**config.mk**
```make
export PLATFORM = sky130hd
export DESIGN_NAME = dark_channel_estimator
export DESIGN_NICKNAME = d
export VERILOG_FILES = /design/src/rtl/defog_pkg.sv /design/src/rtl/frame_max_tracker.sv /design/src/rtl/dark_channel_estimator.sv
export SDC_FILE = /design/constraint.sdc
export NUM_CORES = 1
export LEC_CHECK = 0
export CAP_MARGIN = 20
export CORE_UTILIZATION = 50
export DETAILED_ROUTE_END_ITERATION = 10
export PLACE_DENSITY = 0.78
export REMOVE_ABC_BUFFERS = 1
export SLEW_MARGIN = 20
export SYNTH_ARGS = -nofsm -noshare
export SYNTH_HDL_FRONTEND = slang
export SYNTH_SLANG_ARGS = --single-unit
```
**constraint.sdc**
```tcl
create_clock -name clk -period 10.6 [get_ports clk]
set_input_delay 1.59 -clock clk [delete_from_list [all_inputs] [get_ports clk]]
set_output_delay 1.59 -clock clk [all_outputs]
set_load 0.005 [all_outputs]
```
**src/rtl/defog_pkg.sv**
```systemverilog
// -----------------------------------------------------------------------------
// defog_pkg
// Shared types, default constants and small helpers for the defog datapath.
//   PIX_W          pixel component width
//   DEF_OMEGA_Q8   default haze-retention factor omega (Q0.8, 243 ~ 0.95)
//   DEF_T_MIN      default lower clamp on the transmission estimate
//   DEF_A_INIT     default airlight value after reset
//   DEF_A_MIN      default lower clamp on a newly latched airlight
//   DIV_DIVIDEND   dividend of the downstream DIV_DIVIDEND/t2 quotient; with
//                  t2 >= T_MIN the quotient must fit in PIX_W bits
// -----------------------------------------------------------------------------
package defog_pkg;

   localparam int unsigned PIX_W        = 8;
   localparam int unsigned DEF_OMEGA_Q8 = 243;
   localparam int unsigned DEF_T_MIN    = 26;
   localparam int unsigned DEF_A_INIT   = 255;
   localparam int unsigned DEF_A_MIN    = 64;
   localparam int unsigned DIV_DIVIDEND = 4080;

   typedef logic [PIX_W-1:0] pix_t;

   typedef struct packed {
      logic hsync;
      logic vsync;
      logic en;
   } sync_t;

   function automatic pix_t pix_min(input pix_t a, input pix_t b);
      return (a < b) ? a : b;
   endfunction

   function automatic pix_t pix_max(input pix_t a, input pix_t b);
      return (a > b) ? a : b;
   endfunction

   // True when the largest downstream quotient still fits in PIX_W bits.
   function automatic bit t_min_ok(input int unsigned t_min);
      return (t_min != 0) && ((DIV_DIVIDEND / t_min) < (1 << PIX_W));
   endfunction

endpackage

```
**src/rtl/frame_max_tracker.sv**
```systemverilog
// -----------------------------------------------------------------------------
// frame_max_tracker
// Tracks the largest dark-channel value of the frame in progress and, on each
// frame start, latches it (clamped below by A_MIN) as the airlight estimate
// used throughout the following frame. An empty frame leaves it unchanged.
// Build option: SMOOTH_AIRLIGHT_EN -- when defined the latched value is
// blended 3:1 with the previous estimate instead of loaded directly.
// Ports:
//   clk, rst       pixel clock, synchronous active-high reset
//   d              dark-channel value at S2 alignment
//   valid          pixel valid at S2 alignment
//   vsync_s2       vsync delayed to S2
//   vsync_s3       vsync delayed to S3 (one stage behind vsync_s2)
//   max_of_dark    airlight estimate for the current frame
// -----------------------------------------------------------------------------
module frame_max_tracker
   import defog_pkg::*;
#(
   parameter int unsigned A_INIT = DEF_A_INIT,
   parameter int unsigned A_MIN  = DEF_A_MIN
) (
   input  logic             clk,
   input  logic             rst,
   input  logic [PIX_W-1:0] d,
   input  logic             valid,
   input  logic             vsync_s2,
   input  logic             vsync_s3,
   output logic [PIX_W-1:0] max_of_dark
);

   localparam pix_t A_INIT_P = pix_t'(A_INIT);
   localparam pix_t A_MIN_P  = pix_t'(A_MIN);

   pix_t run_max;
   logic frame_seen;
   logic vs_rise;
   pix_t frame_peak;
   pix_t update_val;

   always_comb begin
      vs_rise    = vsync_s2 & ~vsync_s3;
      frame_peak = pix_max(run_max, A_MIN_P);
`ifdef SMOOTH_AIRLIGHT_EN
      // 10-bit sum cannot overflow: 3*255 + 255 + 2 = 1022.
      update_val = pix_t'(((10'(max_of_dark) * 10'd3) + 10'(frame_peak) + 10'd2) >> 2);
`else
      update_val = frame_peak;
`endif
   end

   always_ff @(posedge clk) begin
      if (rst) begin
         run_max     <= '0;
         frame_seen  <= 1'b0;
         max_of_dark <= A_INIT_P;
      end else if (vs_rise) begin
         if (frame_seen) begin
            max_of_dark <= update_val;
         end
         // A pixel coincident with the frame edge seeds the new frame.
         run_max    <= valid ? d : '0;
         frame_seen <= valid;
      end else if (valid) begin
         run_max    <= pix_max(run_max, d);
         frame_seen <= 1'b1;
      end
   end

endmodule

```
**src/rtl/dark_channel_estimator.sv**
```systemverilog
// -----------------------------------------------------------------------------
// dark_channel_estimator
// Three-stage pipeline producing the per-pixel dark channel min(r,g,b) and the
// transmission estimate t2 = max(255 - (omega*dark >> 8), T_MIN), plus the
// frame-wide airlight estimate max_of_dark measured on the previous frame.
// All aligned outputs lag the inputs by three registers; data is computed
// every cycle and is qualified by o_en.
// Build option: SMOOTH_AIRLIGHT_EN (see frame_max_tracker).
// Ports:
//   clk, rst              pixel clock, synchronous active-high reset
//   hsync, vsync, en      line sync, frame sync (rising edge = frame start),
//                         pixel valid
//   r, g, b               input pixel
//   o_r, o_g, o_b         pixel delayed 3 cycles
//   dark, t2              dark channel and transmission, aligned with o_r
//   max_of_dark           airlight estimate for the current frame
//   o_hsync, o_vsync, o_en  syncs delayed 3 cycles
// -----------------------------------------------------------------------------
module dark_channel_estimator
   import defog_pkg::*;
#(
   parameter int unsigned OMEGA_Q8 = DEF_OMEGA_Q8,
   parameter int unsigned T_MIN    = DEF_T_MIN,
   parameter int unsigned A_INIT   = DEF_A_INIT,
   parameter int unsigned A_MIN    = DEF_A_MIN
) (
   input  logic             clk,
   input  logic             rst,
   input  logic             hsync,
   input  logic             vsync,
   input  logic             en,
   input  logic [PIX_W-1:0] r,
   input  logic [PIX_W-1:0] g,
   input  logic [PIX_W-1:0] b,
   output logic [PIX_W-1:0] o_r,
   output logic [PIX_W-1:0] o_g,
   output logic [PIX_W-1:0] o_b,
   output logic [PIX_W-1:0] dark,
   output logic [PIX_W-1:0] t2,
   output logic [PIX_W-1:0] max_of_dark,
   output logic             o_hsync,
   output logic             o_vsync,
   output logic             o_en
);

   localparam pix_t OMEGA_P = pix_t'(OMEGA_Q8);
   localparam pix_t T_MIN_P = pix_t'(T_MIN);

   // S1
   pix_t  r_s1, g_s1, b_s1, m1;
   sync_t sync_s1;
   // S2
   pix_t  r_s2, g_s2, b_s2, d;
   sync_t sync_s2;
   // t2 datapath from d
   pix_t  p_hi, raw, t2_next;

   always_comb begin
      p_hi    = pix_t'(({{PIX_W{1'b0}}, OMEGA_P} * {{PIX_W{1'b0}}, d}) >> PIX_W);
      raw     = '1 - p_hi;
      t2_next = (raw < T_MIN_P) ? T_MIN_P : raw;
   end

   always_ff @(posedge clk) begin
      if (rst) begin
         r_s1    <= '0;
         g_s1    <= '0;
         b_s1    <= '0;
         m1      <= '0;
         sync_s1 <= '0;
         r_s2    <= '0;
         g_s2    <= '0;
         b_s2    <= '0;
         d       <= '0;
         sync_s2 <= '0;
         o_r     <= '0;
         o_g     <= '0;
         o_b     <= '0;
         dark    <= '0;
         t2      <= '1;
         o_hsync <= 1'b0;
         o_vsync <= 1'b0;
         o_en    <= 1'b0;
      end else begin
         r_s1    <= r;
         g_s1    <= g;
         b_s1    <= b;
         m1      <= pix_min(r, g);
         sync_s1 <= '{hsync: hsync, vsync: vsync, en: en};

         r_s2    <= r_s1;
         g_s2    <= g_s1;
         b_s2    <= b_s1;
         d       <= pix_min(m1, b_s1);
         sync_s2 <= sync_s1;

         o_r     <= r_s2;
         o_g     <= g_s2;
         o_b     <= b_s2;
         dark    <= d;
         t2      <= t2_next;
         o_hsync <= sync_s2.hsync;
         o_vsync <= sync_s2.vsync;
         o_en    <= sync_s2.en;
      end
   end

   // o_vsync doubles as vsync at S3 for frame-edge detection.
   frame_max_tracker #(
      .A_INIT (A_INIT),
      .A_MIN  (A_MIN)
   ) u_frame_max_tracker (
      .clk         (clk),
      .rst         (rst),
      .d           (d),
      .valid       (sync_s2.en),
      .vsync_s2    (sync_s2.vsync),
      .vsync_s3    (o_vsync),
      .max_of_dark (max_of_dark)
   );

endmodule
```
==> metrics.txt <==
# TYPE chip_impl_metric gauge
chip_impl_metric{name="finish.utilization",unit=""} 0.6542
chip_impl_info{name="timing.hold.worst.class",value="reg -> reg"} 1
chip_impl_metric{name="design.core.area",unit="um^2"} 10840
chip_impl_metric{name="power.ir.vdd_worst",unit="V"} 0.0001137
chip_impl_metric{name="dr_total_vias",unit=""} 3658
chip_impl_metric{name="pwr_density",unit="nW/um^2"} 199.8
chip_impl_metric{name="groute.layer.met1.usage",unit=""} 0.2197
chip_impl_metric{name="finalCritPeriodShare",unit=""} 0.4288
chip_impl_metric{name="detail_route.first_pass.iterations",unit=""} 4
chip_impl_metric{name="wl_per_cell",unit="um"} 13.04
chip_impl_metric{name="critPathMaxFanout",unit=""} 6
chip_impl_metric{name="die_w",unit="um"} 107.6
chip_impl_metric{name="ys_ff_latch",unit=""} 130
chip_impl_metric{name="post_route_cells_drive_above_1_share",unit=""} 0.09903
chip_impl_metric{name="max_freq",unit="MHz"} 220.0
chip_impl_metric{name="initial_utilization",unit=""} 0.5147
chip_impl_metric{name="worst_setup_hold_path_clk_slew",unit="ns"} 0.06
chip_impl_metric{name="skew",unit="ns"} 0.008675
chip_impl_metric{name="post_cts_hold_buffer_count",unit=""} 0
chip_impl_metric{name="syn_to_final_growth",unit="%"} 27.11
chip_impl_metric{name="io_pins",unit=""} 80
chip_impl_info{name="critical_path.endpoint_type",value="flip-flop"} 1
chip_impl_metric{name="rrSetupSlack",unit="ns"} 6.05
chip_impl_metric{name="vias_in_the_first_global_route",unit=""} 3693
chip_impl_metric{name="worst_pin_slew",unit="ns"} 1.061
chip_impl_metric{name="post_synthesis_sequential_area_ratio",unit=""} 0.4665
chip_impl_info{name="r2r-start",value="d[6]"} 1
chip_impl_metric{name="gp_congestion",unit=""} 0.7871
chip_impl_metric{name="synthesis.instances",unit=""} 519
chip_impl_metric{name="drt_iter0_markers",unit=""} 67
chip_impl_metric{name="grt_overflow",unit=""} 0
chip_impl_info{name="cts_root_buf",value="sky130_fd_sc_hd__clkbuf_8"} 1
chip_impl_metric{name="drt.antenna.violating_nets",unit=""} 0
chip_impl_metric{name="final_max_tran_viols",unit=""} 0
chip_impl_metric{name="dieHeight",unit="um"} 107.6
chip_impl_metric{name="grt_antenna_before_repair",unit=""} 0
chip_impl_info{name="regToRegEndpoint",value="t2[1]"} 1
chip_impl_metric{name="hpwl_detailed",unit="um"} 7188
chip_impl_metric{name="cts-root-to-sink-buffers",unit=""} 2
chip_impl_metric{name="vias_per_cell",unit=""} 4.839
chip_impl_metric{name="drv_cap",unit=""} 0
chip_impl_metric{name="finalSetupViolations",unit=""} 0
chip_impl_metric{name="groute.usage.overall",unit=""} 0.1861
chip_impl_metric{name="core.rowCount",unit=""} 38
chip_impl_metric{name="cts_setup_buffers",unit=""} 0
chip_impl_info{name="largest_cells_by_area_after_synthesis",value="sky130_fd_sc_hd__dfxtp_1, sky130_fd_sc_hd__ha_1, sky130_fd_sc_hd__nor2b_1"} 1
chip_impl_metric{name="groute.layer.met2.usage",unit=""} 0.3159
chip_impl_metric{name="num-fill-cells",unit=""} 849
chip_impl_metric{name="synthesis.area",unit="um^2"} 5579
chip_impl_info{name="synth_top_flop_cell",value="sky130_fd_sc_hd__dfxtp_1"} 1
chip_impl_metric{name="fin_crit",unit="ns"} 4.545
chip_impl_info{name="synthDominantAreaCellType",value="sky130_fd_sc_hd__dfxtp_1"} 1
chip_impl_metric{name="place.port_buffers",unit=""} 79
chip_impl_metric{name="htree_num_levels",unit=""} 4
chip_impl_metric{name="timing.hold.worst_path_depth",unit=""} 1
chip_impl_metric{name="drt_drc_violations_left",unit=""} 0
chip_impl_metric{name="final_hold_viol_count",unit=""} 0
chip_impl_metric{name="synthArstFlopShare",unit=""} 0
chip_impl_metric{name="cts.sinks",unit=""} 130
chip_impl_metric{name="synth_enable_flop_cells",unit=""} 0
chip_impl_metric{name="cellLeakagePower",unit="nW"} 3.211
chip_impl_metric{name="globalRouteMet3Util",unit=""} 0.06538
chip_impl_metric{name="dieArea",unit="um^2"} 11580
chip_impl_info{name="rsz0062_at_grt",value="false"} 1
chip_impl_info{name="gr-max-usage-layer",value="met2"} 1
chip_impl_metric{name="maxSlewHeadroom",unit=""} 0.2851
chip_impl_info{name="timing.hold.worst.start",value="g_s1[4]"} 1
chip_impl_info{name="run_status",value="finished, final reports clean"} 1
chip_impl_metric{name="post_synth_num_cell_types",unit=""} 43
chip_impl_metric{name="grt_max_degree",unit=""} 88
chip_impl_metric{name="grt_pass1_wl",unit="um"} 16560
chip_impl_metric{name="rr_worst_depth",unit=""} 16
chip_impl_metric{name="cts_made_buffers",unit=""} 17
chip_impl_metric{name="antennaDiodeCount",unit=""} 0
chip_impl_metric{name="clk-insertion-delay-late",unit="ns"} 0.52
chip_impl_metric{name="worst-endpoint-required",unit="ns"} 11.00
chip_impl_info{name="class_of_the_most_critical_setup_path",value="reg -> reg"} 1
chip_impl_info{name="launching_element_type_of_the_critical_path",value="flip-flop"} 1
chip_impl_metric{name="drt_wl_total",unit="um"} 9857
chip_impl_metric{name="fin_tns_setup",unit="ns"} 0
chip_impl_info{name="cts_tree",value="yes"} 1
chip_impl_info{name="timing.hold.worst_endpoint",value="g_s2[4]"} 1
chip_impl_metric{name="yosysWarningCount",unit=""} 0
chip_impl_metric{name="post_layout_nets",unit=""} 706
chip_impl_metric{name="worst-endpoint-arrival",unit="ns"} 4.94
chip_impl_metric{name="post_cts_resized",unit=""} 0
chip_impl_metric{name="postSynthAreaPerCell",unit="um^2"} 10.75
chip_impl_metric{name="synthDominantCellAreaShare",unit=""} 0.4665
==> Yosys cell counts (3+ instances only) <==
| cell | number |
|---|---|
| sky130_fd_sc_hd__fa_1 | 15 |
| sky130_fd_sc_hd__a221o_1 | 6 |
| sky130_fd_sc_hd__or2_2 | 3 |
| sky130_fd_sc_hd__xor2_1 | 7 |
| sky130_fd_sc_hd__a21o_1 | 9 |
| sky130_fd_sc_hd__o21ai_0 | 8 |
| sky130_fd_sc_hd__mux2_2 | 16 |
| sky130_fd_sc_hd__nand4_1 | 4 |
| sky130_fd_sc_hd__inv_1 | 50 |
| sky130_fd_sc_hd__or3_1 | 3 |
| sky130_fd_sc_hd__xnor2_1 | 9 |
| sky130_fd_sc_hd__nor2b_1 | 71 |
| sky130_fd_sc_hd__nor2_1 | 42 |
| sky130_fd_sc_hd__nand2b_1 | 7 |
| sky130_fd_sc_hd__dfxtp_1 | 130 |
| sky130_fd_sc_hd__mux2i_1 | 10 |
| sky130_fd_sc_hd__clkbuf_1 | 14 |
| sky130_fd_sc_hd__a21oi_1 | 14 |
| sky130_fd_sc_hd__and2_1 | 10 |
| sky130_fd_sc_hd__nor3_1 | 3 |
| sky130_fd_sc_hd__ha_1 | 59 |
| sky130_fd_sc_hd__nand2_1 | 6 |
==> layer usage <==
layer  up-vias  part of all wire
li1       1867                 -
met1      1719              0.46
met2        64              0.50
met3         8             0.040
met4         0            0.0084
met5         -                 0
==> worst max-delay path, cell delays in order (launching register included) <==
cell and delay (ns):
sky130_fd_sc_hd__dfxtp_1 0.47, sky130_fd_sc_hd__inv_1 0.12, sky130_fd_sc_hd__ha_1 0.35, sky130_fd_sc_hd__xnor2_1 0.15, sky130_fd_sc_hd__ha_1 0.30, sky130_fd_sc_hd__fa_1 0.54, sky130_fd_sc_hd__inv_1 0.05, sky130_fd_sc_hd__fa_1 0.50
sky130_fd_sc_hd__inv_1 0.04, sky130_fd_sc_hd__ha_1 0.27, sky130_fd_sc_hd__nor2_1 0.04, sky130_fd_sc_hd__a21oi_2 0.15, sky130_fd_sc_hd__nand4_2 0.19, sky130_fd_sc_hd__o21ai_0 0.42, sky130_fd_sc_hd__mux2i_1 0.35, sky130_fd_sc_hd__a2111oi_2 0.13
sky130_fd_sc_hd__or3b_1 0.36
==> stage by stage <==
stage | area, um^2 | worst slack, ns | cells | hold WS, ns | power, W
3_3_place_gp | 6486 | 6.168 | 724 | 0.4159 | 0.0008375
3_5_place_dp | 6486 | 6.029 | 724 | 0.4237 | 0.0008413
2_1_floorplan | 5515 | 6.376 | 504 | 0.4138 | 0.0007467
4_1_cts | 7092 | 6.008 | 756 | 0.4379 | 0.001433
6_report | 7092 | 6.055 | 756 | 0.4333 | 0.001417
5_1_grt | 7092 | 5.691 | 756 | 0.4484 | 0.001495
==> cell families after synthesis <==
| kind of cell | after synthesis | share of synthesized area |
|---|---|---|
| flops | 130 | 0.4665 |
| xor+xnor | 17 | 0.03005 |
| buf+inv | 65 | 0.04508 |
| compound gates | 49 | 0.06437 |
| fa+ha+maj | 74 | 0.1861 |
| mux | 26 | 0.05024 |
| simple gates | 158 | 0.1577 |
==> worst max path at each step <==
stage,startpoint,slack [ns],endpoint,cells after the start
after floorplan,d[6],6.38,t2[1],16
after global placement,d[6],6.17,t2[1],16
after detailed placement,d[6],6.03,t2[1],16
after CTS,d[6],6.01,t2[1],16
after global routing,d[6],5.69,t2[1],16
final,d[6],6.05,t2[1],16
==> power by group <==
part           total (W)  internal, W  leakage [nW]  switching (W)
clock network   0.000586     0.000368         0.290       0.000219
logic           0.000295     0.000143          1.85       0.000152
registers       0.000536     0.000520          1.07      0.0000158
==> cell type report <==
| cell class | instances | area (um^2) | share of cell area |
|---|---|---|---|
| multi-input cells | 324 | 2725 | 0.3843 |
| repair buffers | 80 | 795.8 | 0.1122 |
| flip-flops and latches | 130 | 2603 | 0.3670 |
| clock inverters | 14 | 177.7 | 0.02505 |
| clock buffers | 18 | 427.9 | 0.06034 |
| inverters | 50 | 187.7 | 0.02646 |
| well taps | 140 | 175.2 | 0.02470 |
==> cells in the final DEF (no fill, tap or decap), types with 2 or more instances in the layout <==
cell,count
sky130_fd_sc_hd__nand2_1,6
sky130_fd_sc_hd__dfxtp_1,130
sky130_fd_sc_hd__clkinvlp_4,3
sky130_fd_sc_hd__a21o_1,9
sky130_fd_sc_hd__clkinv_2,2
sky130_fd_sc_hd__xnor2_1,9
sky130_fd_sc_hd__a21oi_1,14
sky130_fd_sc_hd__and2_1,10
sky130_fd_sc_hd__mux2i_1,10
sky130_fd_sc_hd__ha_1,59
sky130_fd_sc_hd__fa_1,15
sky130_fd_sc_hd__bufinv_16,3
sky130_fd_sc_hd__nand2b_1,7
sky130_fd_sc_hd__nor2_1,42
sky130_fd_sc_hd__clkinv_4,2
sky130_fd_sc_hd__nand4_1,4
sky130_fd_sc_hd__clkbuf_16,16
sky130_fd_sc_hd__or3_1,3
sky130_fd_sc_hd__a31oi_1,2
sky130_fd_sc_hd__nor3_1,3
sky130_fd_sc_hd__xor2_1,7
sky130_fd_sc_hd__inv_1,50
sky130_fd_sc_hd__mux2_2,16
sky130_fd_sc_hd__clkdlybuf4s50_1,78
sky130_fd_sc_hd__buf_4,2
sky130_fd_sc_hd__o21ai_0,8
sky130_fd_sc_hd__o21bai_1,2
sky130_fd_sc_hd__inv_6,3
sky130_fd_sc_hd__or2_2,3
sky130_fd_sc_hd__a221o_1,6
sky130_fd_sc_hd__nor2b_1,71
sky130_fd_sc_hd__clkbuf_8,2
==> state kept, by name (all words and copies together), names as in the netlist <==
signal / cells
r_s2: 8
b_s1: 8
d: 8
g_s1: 8
b_s2: 8
m1: 8
u_frame_max_tracker.max_of_dark: 8
o_g: 8
sync_s2: 3
o_b: 8
o_vsync: 1
o_r: 8
u_frame_max_tracker.frame_seen: 1
g_s2: 8
u_frame_max_tracker.run_max: 8
r_s1: 8
o_en: 1
dark: 8
sync_s1: 3
o_hsync: 1
t2: 8
(Power assumes the default switching activity.)
